### src/rtl/acc_dma_pkg.sv
// Shared constants and state encoding for the accelerator DMA read engine.
package acc_dma_pkg;

    // Fixed AXI encodings used by the read master.
    localparam logic [1:0] AXI_BURST_INCR = 2'b01;
    localparam logic [2:0] AXI_SIZE_32B   = 3'b101;
    localparam logic [1:0] AXI_RESP_OKAY  = 2'b00;

    // Default beat geometry: one 256-bit beat carries 32 bytes.
    localparam int DATA_W_DEF = 256;
    localparam int BEAT_BYTES = DATA_W_DEF / 8;

    // Engine control states, also exported on the debug port.
    typedef enum logic [1:0] {
        DMA_IDLE = 2'd0,
        DMA_BUSY = 2'd1,
        DMA_DONE = 2'd2
    } dma_state_e;

endpackage

### src/rtl/dma_rd_engine_if.sv
// Bundle of command, AXI read (AR/R) and downstream stream signals.
//
// Handshake rule for every valid/ready pair in this bundle: a transfer
// happens on a rising clk edge where valid and ready are both 1; once a
// source raises valid it holds valid and its payload unchanged until that
// transfer, and valid never waits on ready.
interface dma_rd_engine_if #(
    parameter int ADDR_W = 32,
    parameter int DATA_W = 256,
    parameter int CNT_W  = 16
);
    // Command channel
    logic              cmd_valid;
    logic              cmd_ready;
    logic [ADDR_W-1:0] cmd_addr;
    logic [CNT_W-1:0]  cmd_rows;
    logic [ADDR_W-1:0] cmd_stride;

    // AXI read address channel
    logic [ADDR_W-1:0] m_araddr;
    logic [7:0]        m_arlen;
    logic [2:0]        m_arsize;
    logic [1:0]        m_arburst;
    logic              m_arvalid;
    logic              m_arready;

    // AXI read data channel
    logic [DATA_W-1:0] m_rdata;
    logic [1:0]        m_rresp;
    logic              m_rlast;
    logic              m_rvalid;
    logic              m_rready;

    // Downstream stream and status
    logic [DATA_W-1:0] dma_data;
    logic              dma_valid;
    logic              dma_rlast;
    logic              dma_ready;
    logic              dma_done;
    logic              dma_err;

    // Engine side
    modport master (
        input  cmd_valid, cmd_addr, cmd_rows, cmd_stride,
        output cmd_ready,
        output m_araddr, m_arlen, m_arsize, m_arburst, m_arvalid,
        input  m_arready,
        input  m_rdata, m_rresp, m_rlast, m_rvalid,
        output m_rready,
        output dma_data, dma_valid, dma_rlast,
        input  dma_ready,
        output dma_done, dma_err
    );

    // Environment side: command issuer, AXI slave and downstream consumer
    modport slave (
        output cmd_valid, cmd_addr, cmd_rows, cmd_stride,
        input  cmd_ready,
        input  m_araddr, m_arlen, m_arsize, m_arburst, m_arvalid,
        output m_arready,
        output m_rdata, m_rresp, m_rlast, m_rvalid,
        input  m_rready,
        input  dma_data, dma_valid, dma_rlast,
        output dma_ready,
        input  dma_done, dma_err
    );

endinterface

### src/rtl/dma_rd_engine_ar_gen.sv
// AR address generator: walks base + n*stride and limits outstanding bursts.
module dma_ar_gen
    import acc_dma_pkg::*;
#(
    parameter int ADDR_W  = 32,
    parameter int CNT_W   = 16,
    parameter int MAX_OUT = 2
) (
    input  logic              clk,
    input  logic              rstn,
    input  logic              start,      // command accepted this cycle
    input  logic              run,        // engine is BUSY next cycle
    input  logic [ADDR_W-1:0] base_addr,  // already beat aligned
    input  logic [ADDR_W-1:0] stride,     // already beat aligned
    input  logic [CNT_W-1:0]  rows,       // row count valid next cycle
    input  logic [CNT_W:0]    rows_done,  // completed rows, next-cycle value
    input  logic              ar_ready,
    output logic [ADDR_W-1:0] ar_addr,
    output logic              ar_valid
);

    localparam logic [CNT_W:0] MAX_OUT_C = (CNT_W+1)'(MAX_OUT);

    logic [ADDR_W-1:0] addr_q, addr_d;
    logic [ADDR_W-1:0] stride_q, stride_d;
    logic [CNT_W:0]    issued_q, issued_d;
    logic              arvalid_q, arvalid_d;
    logic              ar_hs;

    assign ar_hs = arvalid_q & ar_ready;

    // Next address / issue count, and whether another burst may be offered.
    always_comb begin
        addr_d   = addr_q;
        stride_d = stride_q;
        issued_d = issued_q;
        if (start) begin
            addr_d   = base_addr;
            stride_d = stride;
            issued_d = '0;
        end else if (ar_hs) begin
            addr_d   = addr_q + stride_q;
            issued_d = issued_q + (CNT_W+1)'(1);
        end
        arvalid_d = run && (issued_d < {1'b0, rows}) &&
                    ((issued_d - rows_done) < MAX_OUT_C);
        // A stalled request is never withdrawn.
        if (arvalid_q && !ar_ready && run) begin
            arvalid_d = 1'b1;
        end
    end

    // Register the AR request so address/valid are glitch-free and stable.
    always_ff @(posedge clk) begin
        if (!rstn) begin
            addr_q    <= '0;
            stride_q  <= '0;
            issued_q  <= '0;
            arvalid_q <= 1'b0;
        end else begin
            addr_q    <= addr_d;
            stride_q  <= stride_d;
            issued_q  <= issued_d;
            arvalid_q <= arvalid_d;
        end
    end

    assign ar_addr  = addr_q;
    assign ar_valid = arvalid_q;

endmodule

### src/rtl/dma_rd_engine.sv
// Strided-burst AXI4 read master: one fixed-length burst per row, beats
// streamed straight through to the accelerator buffer stage.
module dma_rd_engine
    import acc_dma_pkg::*;
#(
    parameter int ADDR_W  = 32,
    parameter int DATA_W  = 256,
    parameter int BEATS   = 2,
    parameter int MAX_OUT = 2,
    parameter int CNT_W   = 16
) (
    input  logic                  clk,
    input  logic                  rstn,
    dma_rd_engine_if.master       bus,
    output dma_state_e            dbg_state
);

    // Low address bits inside one beat are dropped from addr and stride.
    localparam logic [ADDR_W-1:0] ALIGN_MASK = ~ADDR_W'(DATA_W / 8 - 1);

    dma_state_e        state_q, state_d;
    logic [CNT_W-1:0]  rows_q, rows_d;
    logic [CNT_W:0]    rows_done_q, rows_done_d;
    logic              err_q, err_d;

    logic busy;
    logic cmd_acc;
    logic beat_acc;
    logic last_acc;

    assign busy     = (state_q == DMA_BUSY);
    assign cmd_acc  = bus.cmd_valid && (state_q == DMA_IDLE);
    assign beat_acc = bus.m_rvalid && busy && bus.dma_ready;
    assign last_acc = beat_acc && bus.m_rlast;

    // Control FSM next state, row completion count and sticky error.
    always_comb begin
        state_d     = state_q;
        rows_d      = rows_q;
        rows_done_d = rows_done_q;
        err_d       = err_q;
        case (state_q)
            DMA_IDLE: begin
                if (bus.cmd_valid) begin
                    rows_d      = bus.cmd_rows;
                    rows_done_d = '0;
                    err_d       = 1'b0;
                    state_d     = (bus.cmd_rows == '0) ? DMA_DONE : DMA_BUSY;
                end
            end
            DMA_BUSY: begin
                if (last_acc) begin
                    rows_done_d = rows_done_q + (CNT_W+1)'(1);
                end
                if (beat_acc && (bus.m_rresp != AXI_RESP_OKAY)) begin
                    err_d = 1'b1;
                end
                // Leave on the edge that accepts the final beat so done
                // follows that beat by one cycle.
                if (rows_done_d == {1'b0, rows_q}) begin
                    state_d = DMA_DONE;
                end
            end
            DMA_DONE: begin
                state_d = DMA_IDLE;
            end
            default: begin
                state_d = DMA_IDLE;
            end
        endcase
    end

    // Control state registers; reset abandons any command in flight.
    always_ff @(posedge clk) begin
        if (!rstn) begin
            state_q     <= DMA_IDLE;
            rows_q      <= '0;
            rows_done_q <= '0;
            err_q       <= 1'b0;
        end else begin
            state_q     <= state_d;
            rows_q      <= rows_d;
            rows_done_q <= rows_done_d;
            err_q       <= err_d;
        end
    end

    dma_ar_gen #(
        .ADDR_W  (ADDR_W),
        .CNT_W   (CNT_W),
        .MAX_OUT (MAX_OUT)
    ) u_ar_gen (
        .clk       (clk),
        .rstn      (rstn),
        .start     (cmd_acc),
        .run       (state_d == DMA_BUSY),
        .base_addr (bus.cmd_addr & ALIGN_MASK),
        .stride    (bus.cmd_stride & ALIGN_MASK),
        .rows      (rows_d),
        .rows_done (rows_done_d),
        .ar_ready  (bus.m_arready),
        .ar_addr   (bus.m_araddr),
        .ar_valid  (bus.m_arvalid)
    );

    assign bus.m_arlen   = 8'(BEATS - 1);
    assign bus.m_arsize  = AXI_SIZE_32B;
    assign bus.m_arburst = AXI_BURST_INCR;

    // R channel is a pure passthrough gated by the BUSY state.
    assign bus.m_rready  = busy && bus.dma_ready;
    assign bus.dma_data  = bus.m_rdata;
    assign bus.dma_valid = bus.m_rvalid && busy;
    assign bus.dma_rlast = bus.m_rlast && bus.m_rvalid && busy;

    assign bus.cmd_ready = (state_q == DMA_IDLE);
    assign bus.dma_done  = (state_q == DMA_DONE);
    assign bus.dma_err   = err_q;

    assign dbg_state = state_q;

endmodule

### src/flat_wrapper.sv
// flat-port wrapper written by rule: the top's interface ports become plain ports
module dma_rd_engine_flat import acc_dma_pkg::*;
#(
    parameter int ADDR_W  = 32,
    parameter int DATA_W  = 256,
    parameter int BEATS   = 2,
    parameter int MAX_OUT = 2,
    parameter int CNT_W   = 16
)
  (clk, rstn, dbg_state, bus_cmd_valid, bus_cmd_addr, bus_cmd_rows, bus_cmd_stride, bus_cmd_ready, bus_m_araddr, bus_m_arlen, bus_m_arsize, bus_m_arburst, bus_m_arvalid, bus_m_arready, bus_m_rdata, bus_m_rresp, bus_m_rlast, bus_m_rvalid, bus_m_rready, bus_dma_data, bus_dma_valid, bus_dma_rlast, bus_dma_ready, bus_dma_done, bus_dma_err);
  dma_rd_engine_if #(.ADDR_W(ADDR_W), .DATA_W(DATA_W), .CNT_W(CNT_W)) bus_i ();
  input  logic clk;
  input  logic rstn;
  output dma_state_e dbg_state;
  input wire logic [$bits(bus_i.cmd_valid)-1:0] bus_cmd_valid;
  input wire logic [$bits(bus_i.cmd_addr)-1:0] bus_cmd_addr;
  input wire logic [$bits(bus_i.cmd_rows)-1:0] bus_cmd_rows;
  input wire logic [$bits(bus_i.cmd_stride)-1:0] bus_cmd_stride;
  output wire logic [$bits(bus_i.cmd_ready)-1:0] bus_cmd_ready;
  output wire logic [$bits(bus_i.m_araddr)-1:0] bus_m_araddr;
  output wire logic [$bits(bus_i.m_arlen)-1:0] bus_m_arlen;
  output wire logic [$bits(bus_i.m_arsize)-1:0] bus_m_arsize;
  output wire logic [$bits(bus_i.m_arburst)-1:0] bus_m_arburst;
  output wire logic [$bits(bus_i.m_arvalid)-1:0] bus_m_arvalid;
  input wire logic [$bits(bus_i.m_arready)-1:0] bus_m_arready;
  input wire logic [$bits(bus_i.m_rdata)-1:0] bus_m_rdata;
  input wire logic [$bits(bus_i.m_rresp)-1:0] bus_m_rresp;
  input wire logic [$bits(bus_i.m_rlast)-1:0] bus_m_rlast;
  input wire logic [$bits(bus_i.m_rvalid)-1:0] bus_m_rvalid;
  output wire logic [$bits(bus_i.m_rready)-1:0] bus_m_rready;
  output wire logic [$bits(bus_i.dma_data)-1:0] bus_dma_data;
  output wire logic [$bits(bus_i.dma_valid)-1:0] bus_dma_valid;
  output wire logic [$bits(bus_i.dma_rlast)-1:0] bus_dma_rlast;
  input wire logic [$bits(bus_i.dma_ready)-1:0] bus_dma_ready;
  output wire logic [$bits(bus_i.dma_done)-1:0] bus_dma_done;
  output wire logic [$bits(bus_i.dma_err)-1:0] bus_dma_err;
  assign bus_i.cmd_valid = bus_cmd_valid;
  assign bus_i.cmd_addr = bus_cmd_addr;
  assign bus_i.cmd_rows = bus_cmd_rows;
  assign bus_i.cmd_stride = bus_cmd_stride;
  assign bus_cmd_ready = bus_i.cmd_ready;
  assign bus_m_araddr = bus_i.m_araddr;
  assign bus_m_arlen = bus_i.m_arlen;
  assign bus_m_arsize = bus_i.m_arsize;
  assign bus_m_arburst = bus_i.m_arburst;
  assign bus_m_arvalid = bus_i.m_arvalid;
  assign bus_i.m_arready = bus_m_arready;
  assign bus_i.m_rdata = bus_m_rdata;
  assign bus_i.m_rresp = bus_m_rresp;
  assign bus_i.m_rlast = bus_m_rlast;
  assign bus_i.m_rvalid = bus_m_rvalid;
  assign bus_m_rready = bus_i.m_rready;
  assign bus_dma_data = bus_i.dma_data;
  assign bus_dma_valid = bus_i.dma_valid;
  assign bus_dma_rlast = bus_i.dma_rlast;
  assign bus_i.dma_ready = bus_dma_ready;
  assign bus_dma_done = bus_i.dma_done;
  assign bus_dma_err = bus_i.dma_err;
  dma_rd_engine #(.ADDR_W(ADDR_W), .DATA_W(DATA_W), .BEATS(BEATS), .MAX_OUT(MAX_OUT), .CNT_W(CNT_W)) u_core (.clk(clk), .rstn(rstn), .bus(bus_i), .dbg_state(dbg_state));
endmodule
### config.mk
export PLATFORM = sky130hd
export DESIGN_NAME = dma_rd_engine_flat
export DESIGN_NICKNAME = d
export VERILOG_FILES = /design/src/rtl/acc_dma_pkg.sv /design/src/rtl/dma_rd_engine_if.sv /design/src/rtl/dma_rd_engine_ar_gen.sv /design/src/rtl/dma_rd_engine.sv /design/src/flat_wrapper.sv
export SDC_FILE = /design/constraint.sdc
export NUM_CORES = 1
export LEC_CHECK = 0
export CELL_PAD_IN_SITES_DETAIL_PLACEMENT = 1
export CELL_PAD_IN_SITES_GLOBAL_PLACEMENT = 1
export CORE_AREA = 2 2 254 256
export DETAILED_ROUTE_END_ITERATION = 16
export DIE_AREA = 0 0 256 258
export PLACE_DENSITY = 0.66
export SLEW_MARGIN = 20
export SYNTH_ARGS = -nofsm -noshare
export SYNTH_HDL_FRONTEND = slang
export SYNTH_SLANG_ARGS = --single-unit
### constraint.sdc
create_clock -name clk -period 11.2 [get_ports clk]
set_input_delay 1.12 -clock clk [delete_from_list [all_inputs] [get_ports clk]]
set_output_delay 1.12 -clock clk [all_outputs]
set_load 0.02 [all_outputs]
==> reports/metrics.yaml <==
synth:
  dominantRegCellSynth: "dfxtp_1"
  yosysTopAreaCell: "dfxtp_1"
  synth-simple-area-share: 0.197
  synthTopCellsByArea: "dfxtp_1, buf_4, ha_1"
  ys_types: 84
  yosysTopAreaCellShare: 0.226
  synth.cell_area_mm2: 0.00957
  syn_avg_cell_area_um2: 7.70
  async_reset_ff_frac: 0
  ys_ff_latch: 108
  syn_inst: 1243
  yosys_warnings: 0
  yosys.area_share.xor_xnor: 0.0549
  synth_compound_area_frac: 0.171
  synthTopCellsByCount: "buf_4, nand2_1, dfxtp_1"
  synthAdderAreaFrac: 0.0800
  synthMuxAreaShare: 0.0246
  synth.most_common_cell: "buf_4"
  synth_top_family_by_area: "buffers and inverters"
  synth_edf_count: 0
  ys_seq_area_frac: 0.226
global_routing:
  grt_max_degree: 70
  grtUsageTotal: 0.0973
  grt_pass1_wl_um: 49500
  grt_overflow_total: 0
  grt_antenna_before_repair: 3
  grt_pass1_vias: 8465
clock_network:
  cts_buffer_depth: 2
  clkLatencyLatePin_ns: 0.39
  post_cts_resized: 0
  clk_pin_slew_ns: 0.07
  cts-root-buf: "clkbuf_16"
  cts_sinks: 108
  cts_tree: "built"
  hold_buffers: 0
  h-tree-depth: 3
  cts_buffers: 9
  cts_setup_buffers: 0
place:
  io_buffers: 114
  placed_area_mm2: 0.00965
  gp_congestion: 0.841
  place_hpwl_um: 25700
pwr:
  p_per_area_mw_per_mm2: 115
  vdd_drop_max_uv: 78.0
  switching_share: 0.341
  power.internal_uw: 753
  p_sw_uw: 390
  p_seq_frac: 0.385
  p_leak_uw: 0.00374
  clkPwrFrac: 0.324
  combPwrFrac: 0.291
critical_path:
  setup.worst_path.end_class: "flop"
  cp.required_ns: 11.52
  cp-start-kind: "input pin"
  path_max_fanout: 6
  cp_data_arrival_time_ns: 5.89
  r2r_setup_slack_ns: 6.18
  r2r-start: "u_core.dbg_state[0]"
  worstSetupPathType: "in -> reg"
  reg2regPathDepth: 13
  reg2reg_to: "u_core.u_ar_gen.ar_valid"
hold_path:
  min_to: "u_core.u_ar_gen.stride_q[19]"
  hold-path-cell-count: 2
  min_from: "u_core.u_ar_gen.stride_q[19]"
  worstHoldPathType: "reg -> reg"
job:
  max_cap_violations: 0
route:
  drt_iter0_drc: 366
  drc_errors: 0
  dr_total_vias: 7976
  vias_per_cell: 4.13
  wirelength_um: 32700
  drt_pass1_iterations: 5
  post_drt_wl_per_cell_um: 16.9
  drtAntennaViolNets: 0
floorplanning:
  fp.dieH_um: 258
  rows: 93
  core_mm2: 0.0636
  die-area_mm2: 0.0660
  die_w_um: 256
  initial_core_util: 0.150
  num_io_pins: 655
status:
  status: "complete, no violations"
timing:
  hold_viol: 0
  whs_ns: 0.461
  clock_skew_ns: 0.00790
  fmax_mhz: 179
  tightest_slew_ns: 1.00
  fin_crit_ns: 5.57
  relSlewSlack: 0.331
  fin_tns_setup_ns: 0
  finalMaxSlewViolations: 0
  rsz0062_at_grt: "false"
  setup_viol: 0
  fin_crit_sh: 0.497
finish:
  drive_gt1_frac: 0.0455
  final_nets: 1477
  final_area_mm2: 0.00998
  seq_area_mm2: 0.00216
  multi_input_area_mm2: 0.00512
  area_delta_synth_final_pct: 4.31
  n_fill_cell: 7643
cell usage in the layout, fill, tap and decap left out, drive strengths merged, types with 5 or more instances in the layout:
cell,synthesis,layout
a21o,13,13
a21oi,100,100
a311oi,11,11
a31oi,8,8
and2,7,7
and3,9,9
buf,285,9
clkbuf,36,11
clkdlybuf4s50,0,114
conb,2,18
dfxtp,108,108
ha,58,58
inv,23,23
mux2i,19,19
nand2,131,131
nand2b,7,7
nand3,26,26
nand4,21,21
nor2,102,102
nor2b,14,14
nor3,25,25
nor4,14,14
o211ai,16,16
o21a,8,8
o21ai,55,55
o22ai,5,5
or3,8,8
xnor2,35,35
xor2,25,25
critical path, cell delays in order:
cell             delay (ns)
clkdlybuf4s50_1        0.58
nand4_1                0.24
or4b_2                 0.75
nor2_1                 0.18
xnor2_1                0.16
nor2_1                 0.10
ha_1                   0.40
inv_1                  0.08
a221o_1                0.33
or3_1                  0.36
a2111oi_0              0.47
o2111ai_1              0.21
a2111o_1               0.37
nor4_1                 0.23
nand4_1                0.16
a21boi_1               0.16
per-stage QoR:
stage	utilization	instances	power [uW]	setup slack (ns)
detailed placement	0.152	1916	784	5.19
global route	0.157	1931	1210	5.39
finish	0.157	1933	1140	5.63
CTS	0.157	1931	1160	5.60
global placement	0.152	1916	775	5.34
floorplan	-	1259	781	6.66
power by group through the flow:
stage                     registers (uW)  logic [uW]  clock network [uW]
after floorplan                      455         326                   0
after global placement               448         327                   0
after detailed placement             449         335                   0
after CTS                            441         336                 384
after global routing                 445         368                 395
final                                440         333                 370
layout make-up:
class,count,share of cell area
Multi-Input combinational cell,807,0.513
Antenna cell,2,0.000501
Tap cell,855,0.107
Clock buffer,11,0.0253
Clock inverter,4,0.00727
Inverter,23,0.00865
Timing Repair Buffer,123,0.121
Sequential cell,108,0.217
logic make-up (layout without fill, tap and decap cells):
kind of cell	Yosys count	after routing
XOR/XNOR	60	60
adder cells (fa/ha/maj)	60	60
multiplexers	23	23
AO/OA/AOI/OAI	262	262
flip-flops	108	108
other	2	20
AND/OR/NAND/NOR	384	384
buffers and inverters	344	161
registers in the layout, indices dropped and copies added, names as in the netlist:
| signal | cells |
|---|---|
| u_core.bus.dma_err | 1 |
| u_core.dbg_state | 2 |
| u_core.rows_done_q | 17 |
| u_core.rows_q | 16 |
| u_core.u_ar_gen.ar_addr | 27 |
| u_core.u_ar_gen.ar_valid | 1 |
| u_core.u_ar_gen.issued_q | 17 |
| u_core.u_ar_gen.stride_q | 27 |
routing by layer:
metal  track usage  part of all wire  up-vias
met3        0.0372             0.082      131
met5       0.00427            0.0013        -
met4        0.0580             0.051        4
li1              -                 -     3675
met1         0.110              0.42     3813
met2         0.155              0.45      353
worst max-delay path by stage:
stage / endpoint / startpoint / cells after the start / slack (ns)
after CTS: u_core.u_ar_gen.ar_valid / bus_m_arready / 16 / 5.60
after floorplan: u_core.u_ar_gen.ar_valid / bus_m_arready / 15 / 6.66
after global routing: u_core.u_ar_gen.ar_valid / bus_m_arready / 16 / 5.39
after detailed placement: u_core.u_ar_gen.ar_valid / bus_m_arready / 16 / 5.19
after global placement: u_core.u_ar_gen.ar_valid / bus_m_arready / 16 / 5.34
final: u_core.u_ar_gen.ar_valid / bus_m_arready / 16 / 5.63
No activity file was read; power rests on OpenSTA's default activity.
